`src/rtl/crc16_pkg.sv`:
```
// Shared constants, state encoding and helpers for the USB CRC16 transmit path.
package crc16_pkg;

    localparam logic [15:0] CRC16_POLY = 16'h8005;
    localparam logic [15:0] CRC16_INIT = 16'hFFFF;

    typedef enum logic [2:0] {
        IDLE,
        SHIFT,
        DRAIN,
        NEXT,
        CRC_LO,
        CRC_HI
    } crc_tx_state_t;

    // Reverse bit order of a byte; CRC bytes go out LSB-first like payload.
    function automatic logic [7:0] bitrev8(input logic [7:0] d);
        logic [7:0] r;
        r = '0;
        for (int unsigned i = 0; i < 8; i++) begin
            r[i] = d[7 - i];
        end
        return r;
    endfunction

endpackage

```
`src/rtl/crc16_serial_core.sv`:
```
// Bit-serial CRC16 engine: non-reflected register, one input bit per enabled cycle.
module crc16_serial_core
    import crc16_pkg::*;
(
    input  logic        clk,
    input  logic        rst,
    input  logic        clear,
    input  logic        shift_en,
    input  logic        serial_in,
    output logic [15:0] crc
);

    logic [15:0] q;
    logic        fb;

    assign fb  = q[15] ^ serial_in;
    assign crc = ~q;

    // Preload on reset or clear, otherwise shift one bit with polynomial feedback.
    always_ff @(posedge clk) begin
        if (rst || clear) begin
            q <= CRC16_INIT;
        end else if (shift_en) begin
            q <= {q[14:0], 1'b0} ^ (fb ? CRC16_POLY : '0);
        end
    end

endmodule

```
`src/rtl/crc16_tx_ctrl.sv`:
```
// Transmit sequencer: forwards payload bytes, feeds them LSB-first into the
// serial CRC core, then appends the two CRC bytes.
module crc16_tx_ctrl
    import crc16_pkg::*;
#(
    parameter int unsigned MAX_BYTES = 64
) (
    input  logic       clk,
    input  logic       rst,
    input  logic [7:0] in_data,
    input  logic       in_valid,
    input  logic       in_last,
    output logic       in_ready,
    output logic [7:0] out_data,
    output logic       out_valid,
    output logic       out_last,
    input  logic       out_ready,
    output logic [6:0] byte_cnt,
    output logic       overflow
);

    localparam logic [6:0] MAX_CNT = 7'(MAX_BYTES);

    crc_tx_state_t state, state_nx;

    logic [2:0]  bit_cnt;
    logic [7:0]  shift_byte;
    logic        last_q;
    logic        accept;
    logic        consumed;
    logic        shift_en;
    logic        clear;
    logic        serial_in;
    logic [15:0] crc;
    logic [6:0]  cnt_inc;
    logic        hit_max;

    assign cnt_inc  = (state == IDLE) ? 7'd1 : byte_cnt + 7'd1;
    assign hit_max  = (cnt_inc == MAX_CNT);
    assign accept   = in_valid & in_ready;
    assign consumed = ~out_valid | out_ready;

    crc16_serial_core u_core (
        .clk       (clk),
        .rst       (rst),
        .clear     (clear),
        .shift_en  (shift_en),
        .serial_in (serial_in),
        .crc       (crc)
    );

    // State register.
    always_ff @(posedge clk) begin
        if (rst) begin
            state <= IDLE;
        end else begin
            state <= state_nx;
        end
    end

    // Next-state logic.
    always_comb begin
        state_nx = state;
        case (state)
            IDLE, NEXT: if (accept)            state_nx = SHIFT;
            SHIFT:      if (bit_cnt == 3'd7)   state_nx = DRAIN;
            DRAIN:      if (consumed)          state_nx = last_q ? CRC_LO : NEXT;
            CRC_LO:     if (out_ready)         state_nx = CRC_HI;
            CRC_HI:     if (out_ready)         state_nx = IDLE;
            default:                           state_nx = IDLE;
        endcase
    end

    // State-decoded controls for the input handshake and the CRC core.
    always_comb begin
        in_ready  = ~rst & ((state == IDLE) | (state == NEXT));
        shift_en  = (state == SHIFT);
        clear     = (state == IDLE) & in_valid & ~rst;
        serial_in = shift_byte[bit_cnt];
    end

    // Byte latch, bit counter, byte counter and overflow pulse.
    always_ff @(posedge clk) begin
        if (rst) begin
            shift_byte <= '0;
            bit_cnt    <= '0;
            byte_cnt   <= '0;
            last_q     <= 1'b0;
            overflow   <= 1'b0;
        end else begin
            overflow <= accept & ~in_last & hit_max;
            if (accept) begin
                shift_byte <= in_data;
                byte_cnt   <= cnt_inc;
                last_q     <= in_last | hit_max;
                bit_cnt    <= '0;
            end else if (shift_en) begin
                bit_cnt <= bit_cnt + 3'd1;
            end
            if ((state == CRC_HI) && out_ready) begin
                byte_cnt <= '0;
            end
        end
    end

    // Output register: payload on accept, CRC bytes after the final payload byte.
    always_ff @(posedge clk) begin
        if (rst) begin
            out_data  <= '0;
            out_valid <= 1'b0;
            out_last  <= 1'b0;
        end else if (accept) begin
            out_data  <= in_data;
            out_valid <= 1'b1;
        end else begin
            case (state)
                DRAIN: begin
                    // Last payload byte leaving: reload straight with the low CRC byte.
                    if (consumed && last_q) begin
                        out_data  <= bitrev8(crc[15:8]);
                        out_valid <= 1'b1;
                    end else if (out_ready) begin
                        out_valid <= 1'b0;
                    end
                end
                CRC_LO: begin
                    if (out_ready) begin
                        out_data <= bitrev8(crc[7:0]);
                        out_last <= 1'b1;
                    end
                end
                CRC_HI: begin
                    if (out_ready) begin
                        out_valid <= 1'b0;
                        out_last  <= 1'b0;
                    end
                end
                default: begin
                    if (out_ready) begin
                        out_valid <= 1'b0;
                    end
                end
            endcase
        end
    end

endmodule
```
`config.mk`:
```
export PLATFORM = sky130hd
export DESIGN_NAME = crc16_tx_ctrl
export DESIGN_NICKNAME = d
export VERILOG_FILES = /design/src/rtl/crc16_pkg.sv /design/src/rtl/crc16_serial_core.sv /design/src/rtl/crc16_tx_ctrl.sv
export SDC_FILE = /design/constraint.sdc
export NUM_CORES = 1
export LEC_CHECK = 0
export BUFFER_PORTS_ARGS = -buffer_cell sky130_fd_sc_hd__buf_2
export CAP_MARGIN = 20
export CORE_MARGIN = 3
export CORE_UTILIZATION = 55
export CTS_CLUSTER_SIZE = 8
export DETAILED_ROUTE_END_ITERATION = 7
export HOLD_SLACK_MARGIN = 0.12
export PLACE_DENSITY = 0.77
export SETUP_SLACK_MARGIN = 0.15
export SLEW_MARGIN = 20
export SYNTH_ARGS = -nofsm -noshare
export SYNTH_HDL_FRONTEND = slang
export SYNTH_SLANG_ARGS = --single-unit
```
`constraint.sdc`:
```
create_clock -name clk -period 2.15 [get_ports clk]
set_input_delay 0.3225 -clock clk [delete_from_list [all_inputs] [get_ports clk]]
set_output_delay 0.3225 -clock clk [all_outputs]
set_load 0.005 [all_outputs]
```
==> results of run 1 <==
cells in the final DEF, fill, tap and decap left out, types with 2 or more instances in the layout:
cell and n:
mux2i_1 10, nand3_1 17, nand2b_1 3, mux4_2 2
xnor2_1 6, xor2_1 3, clkbuf_8 5, a311oi_1 7
o21ai_0 9, a22o_1 2, a211oi_2 2, or3_1 4
buf_2 31, nor2_1 26, a21oi_1 14, inv_1 2
buf_4 14, a2bb2oi_1 2, nor2b_1 4, a31oi_1 4
nand2_1 60, o211ai_1 2, dfxtp_1 48, nor3_1 3
and3_1 2, ha_1 3, nand4b_1 3
power breakdown:
part	internal (W)	switching (W)
sequential	0.00101	0.0000834
clock	0.000349	0.000310
combinational	0.000267	0.000362
critical path: stages (launching register included):
cell     delay [ns]
dfxtp_1        0.45
mux4_2         0.53
mux2_2         0.32
xnor2_1        0.14
or3_1          0.30
nand3_1        0.08
layer usage:
layer  wire, um  GRT usage (%)  up-vias
met5          0              0        -
met4         80           5.85        0
met1       2540           29.7     1004
met3        281           5.82        8
met2       2570           36.1       51
li1           -              -     1028
registers in the layout, summed over array words and instances, names as in the netlist:
register and flops:
out_last 1, u_core.q 16, state 3, overflow 1, out_valid 1, bit_cnt 3
shift_byte 8, out_data 8, byte_cnt 7, last_q 1
layout make-up:
cell class              instances  area share, %
well taps                      48           2.25
multi-input cells             206           46.7
repair buffers                 45           9.76
clock buffers                   6           2.72
clock inverters                 2           1.45
flip-flops and latches         49           36.8
inverters                       2          0.281
cells in the mapped netlist, types with 2 or more instances:
master,instances
nand2_1,60
nand3_1,17
mux4_2,2
or3_1,4
buf_2,5
nand2b_1,3
ha_1,3
nor2b_1,4
clkbuf_1,9
a2bb2oi_1,2
xnor2_1,6
a211oi_2,2
nor3_1,3
o21ai_0,9
a31oi_1,4
mux2i_1,10
a311oi_1,7
a21oi_1,14
nand4b_1,3
o211ai_1,2
dfxtp_1,49
inv_1,2
nor2_1,26
and3_1,2
xor2_1,3
a22o_1,2
metrics by stage:
stage | util [%] | std cells | total power, W | hold slack, ns
after floorplan | - | 272 | 0.00154 | 0.402
after global routing | 69.2 | 358 | 0.00253 | 0.189
after global placement | 65.3 | 345 | 0.00170 | 0.429
after detailed placement | 65.5 | 346 | 0.00172 | 0.436
after CTS | 68.4 | 354 | 0.00237 | 0.189
final | 69.2 | 358 | 0.00238 | 0.190
kinds of logic after synthesis:
group,share of synthesized area (%)
XOR/XNOR,3.42
AO/OA/AOI/OAI,15.6
adder cells (fa/ha/maj),1.63
multiplexers,6.79
flip-flops,42.6
buffers and inverters,3.69
AND/OR/NAND/NOR,26.3
repair_timing:
action                                  CTS  global route
endpoints found under the setup margin    0             2
hold buffers                              0             0
gates resized for setup                   0             1
buffers inserted                          0             3
worst paths after layout:
check,startpoint,endpoint,slack [ns],cells after the start
worst max-delay path,bit_cnt[0],u_core.q[15],0.26,5
worst min-delay path,in_last,overflow,0.19,2
worst max register to register,bit_cnt[0],u_core.q[15],0.26,5
worst min register to register,shift_byte[6],shift_byte[6],0.45,2
==> reports/summary.txt, run 1 <==
Outcome = finished clean
Final wirelength = 5.47 mm
PwrDens = 894 nW/um2
Vias in the first global route = 1931
Worst Hold Class = in -> reg
Ys Warns = 0
Setup ws final = 0.261 ns
Final setup viols = 0
Fmax = 0.529 GHz
Pre-CTS WS = 0.241 ns
Max_cap viols = 0
PortBufs = 31
Worst-path clk slew = 0.09 ns
Number of CTS-inserted buffers = 5
Crit path kind = reg -> reg
Worst Skew = 0.00815 ns
Post-synthesis register bit count = 49
Total Die Area = 5000 um2
Critical Path RT = 2.39 ns
Crit Path Max Fanout = 4
Register area = 982 um2
Nets = 325
Worst setup EP type = register
Initial detailed-routing violation count = 140
Area leader, netlist = dfxtp_1
Vias per cell = 5.84
Mapped Cells = 272
Max-Slew Margin vs Limit = 56.5%
Multi-input logic area = 1250 um2
Rows = 22
Clock H-tree levels = 2
TNS Setup = 0 ns
Core box area = 3850 um2
Static leakage = 1.17 nW
Drt wl/cell = 15.3 um
VDD IR max = 615 uV
Initial antenna violation count = 0
Vias = 2091
Number of flops mapped to enable cells by yosys = 0
Share of cells above drive strength 1 = 21.0%
Sinks on Clock Net = 49
DPL Wire Length = 3.88 mm
Worst slew pin tran = 0.651 ns
RSZ-0062 raised after global routing = no
DP Area = 2520 um2
Starting Density = 59.8%
Sequential element share of the synthesized area = 42.6%
Area delta synth->final = 15.8%
Synth top area share = 42.6%
Syn Nets = 288
First-pass GRT wire length = 9.11 mm
Synth cell types = 45
Final cycle utilization of the critical path = 87.9%
Mapped Avg Cell Area = 8.47 um2
Clk root buf = clkbuf_8
Hold Fails Final Rpt = 0
Async SR Flop Fraction = 0%
DR DRC count = 0
Die Span Y = 70.7 um
Remaining Overflow, GRT = 0
Top area cells in the synthesized netlist = dfxtp_1, nand2_1, mux2i_1
Worst skew pair latency = 0.31 ns
# fillers = 347
Post-synth top flop = dfxtp_1
Largest net degree at the start of global routing = 23
DRT Pass-1 Iters = 4
# diodes = 0
Final instance area = 2670 um2
Final Max Tran Viols = 0
Gr usage total = 22.3%
Synth Cell Area = 2300 um2
CP Data Arrival Time = 2.13 ns
# IOs = 32
CTS tree = built
Minimum clock period = 1.89 ns
Die width = 70.7 um
CP startpoint kind = register
Bufs on Longest Clock Path = 2
GPL Wtd Cong = 0.845
Number of routed nets with antenna violations = 0
Power figures use the tool's default switching activity.
==> inputs of run 2 (changes only) <==
Settings changed: PLACE_DENSITY 0.77 to 0.79, REMOVE_ABC_BUFFERS set to 1, SKIP_LAST_GASP set to 1.
==> run 2 against run 1 <==
  * Non-clock buffer count down 4
  * Sequential power about the same
  * First-iteration DRC count up 34%
  * Fmax down 2.4%
  * Via count down 4.9%
  * Largest power group unchanged
  * Critical path depth unchanged
==> reports/summary.txt, run 2 (same netlist as run 1, synthesis figures left out) <==
Number of CTS-inserted buffers = 5
CP startpoint kind = register
Crit-path cells = xor2_1 > or4b_4 > buf_4 > o21ai_0 > a21oi_1
Core box area = 3850 um2
Hold Fails Final Rpt = 0
Starting Density = 59.8%
Worst Hold Class = in -> reg
Worst skew pair latency = 0.30 ns
CP delay by family, top = simple AND/OR/NAND/NOR gates
Share of cells above drive strength 1 = 20.1%
CTS tree = built
Worst Skew = 0.0112 ns
Crit Path Max Fanout = 12
Clock H-tree levels = 2
Commonest non-fill, non-tap cell in the layout = nand2_1
Final cycle utilization of the critical path = 90.0%
Worst slew pin tran = 0.663 ns
# fillers = 323
Number of routed nets with antenna violations = 0
Post-CTS Hold Fix Bufs = 0
Crit path kind = reg -> reg
Nets = 320
TNS Setup = 0 ns
Total power = 0.00234 W
Slowest cell delay on critical path = 0.68 ns
Initial antenna violation count = 0
PwrDens = 889 nW/um2
Slowest CP cell = or4b_4
Die Span Y = 70.7 um
GPL Wtd Cong = 0.869
Max_cap viols = 0
Final wirelength = 5.14 mm
Biggest regs = u_core.q x16, out_data x8, shift_byte x8
PortBufs = 31
Critical Path RT = 2.30 ns
Worst Hold Path EP = overflow
DR DRC count = 0
Area delta synth->final = 14.5%
DRT Pass-1 Iters = 4
CP Data Arrival Time = 2.09 ns
Static leakage = 1.15 nW
Drt wl/cell = 14.6 um
Remaining Overflow, GRT = 0
Minimum clock period = 1.94 ns
Vias per cell = 5.65
# IOs = 32
Worst-path clk slew = 0.09 ns
Final instance area = 2640 um2
# diodes = 0
Outcome = finished clean
Die width = 70.7 um
DP Area = 2510 um2
Rows = 22
Sinks on Clock Net = 49
Final setup viols = 0
RSZ-0062 raised after global routing = yes
Final Max Tran Viols = 0
Max-Slew Margin vs Limit = 55.7%
Largest net degree at the start of global routing = 21
Vias = 1988
Gr usage total = 21.6%
Max reg flops = 16
First-pass GRT wire length = 8.58 mm
R2r setup slk = 0.21 ns
Reg2reg path depth = 5
VDD IR max = 506 uV
Hold wc startpoint = in_last
Largest register by flop count = u_core.q
Initial detailed-routing violation count = 188
FF-to-FF End = byte_cnt[3]
Vias in the first global route = 1762
Worst setup EP type = register
Hold Crit Depth = 2
Fmax = 0.517 GHz
Critical path buffers and inverters = 1
Clk root buf = clkbuf_8
DPL Wire Length = 3.59 mm
Core Util, Final = 68.4%
Total Die Area = 5000 um2
Bufs on Longest Clock Path = 2
FF-to-FF Start = state[0]
Most frequent cells in the layout = nand2_1, dfxtp_1, buf_2, nor2_1, nand3_1
==> run 2: power by group <==
group	leakage, nW	switching [W]	internal [W]
Clock	0.0540	0.000298	0.000338
Sequential	0.401	0.0000791	0.00101
Combinational	0.696	0.000357	0.000260
Total	1.15	0.000734	0.00161
==> run 2: how the worst max path moves through the flow <==
stage	startpoint	end	slack, ns	cells after the start
floorplan	state[0]	byte_cnt[6]	0.13	5
global placement	state[0]	u_core.q[2]	0.30	4
detailed placement	bit_cnt[0]	u_core.q[15]	0.26	5
CTS	state[0]	byte_cnt[3]	0.22	5
global route	state[0]	out_data[6]	0.14	6
finish	state[0]	byte_cnt[3]	0.21	5
==> run 2: routing by layer <==
layer	routed length [um]	track usage [%]	share of wire [%]
met2	2230	31.4	43
met4	85	7.52	1.7
met5	0	0	0
met3	219	4.69	4.3
met1	2600	31.5	51
==> run 2: metrics by stage <==
step	hold WS, ns	std cells	setup slack, ns
3_3_place_gp	0.437	344	0.301
4_1_cts	0.181	351	0.218
6_report	0.183	352	0.214
5_1_grt	0.186	352	0.145
2_1_floorplan	0.387	256	0.130
3_5_place_dp	0.429	344	0.259
==> run 2: cell type report <==
class                   count  area [um2]  share of cell area (%)
multi-input cells         205        1240                    47.1
clock buffers               5        68.8                    2.61
well taps                  48        60.1                    2.28
inverters                   2        7.51                   0.285
clock inverters             2        35.0                    1.33
flip-flops and latches     49         982                    37.2
repair buffers             41         243                    9.20
==> run 2: timing repair <==
item                       CTS  global route
gates resized for setup      0             1
setup endpoints to repair    0             6
buffers inserted             0             1
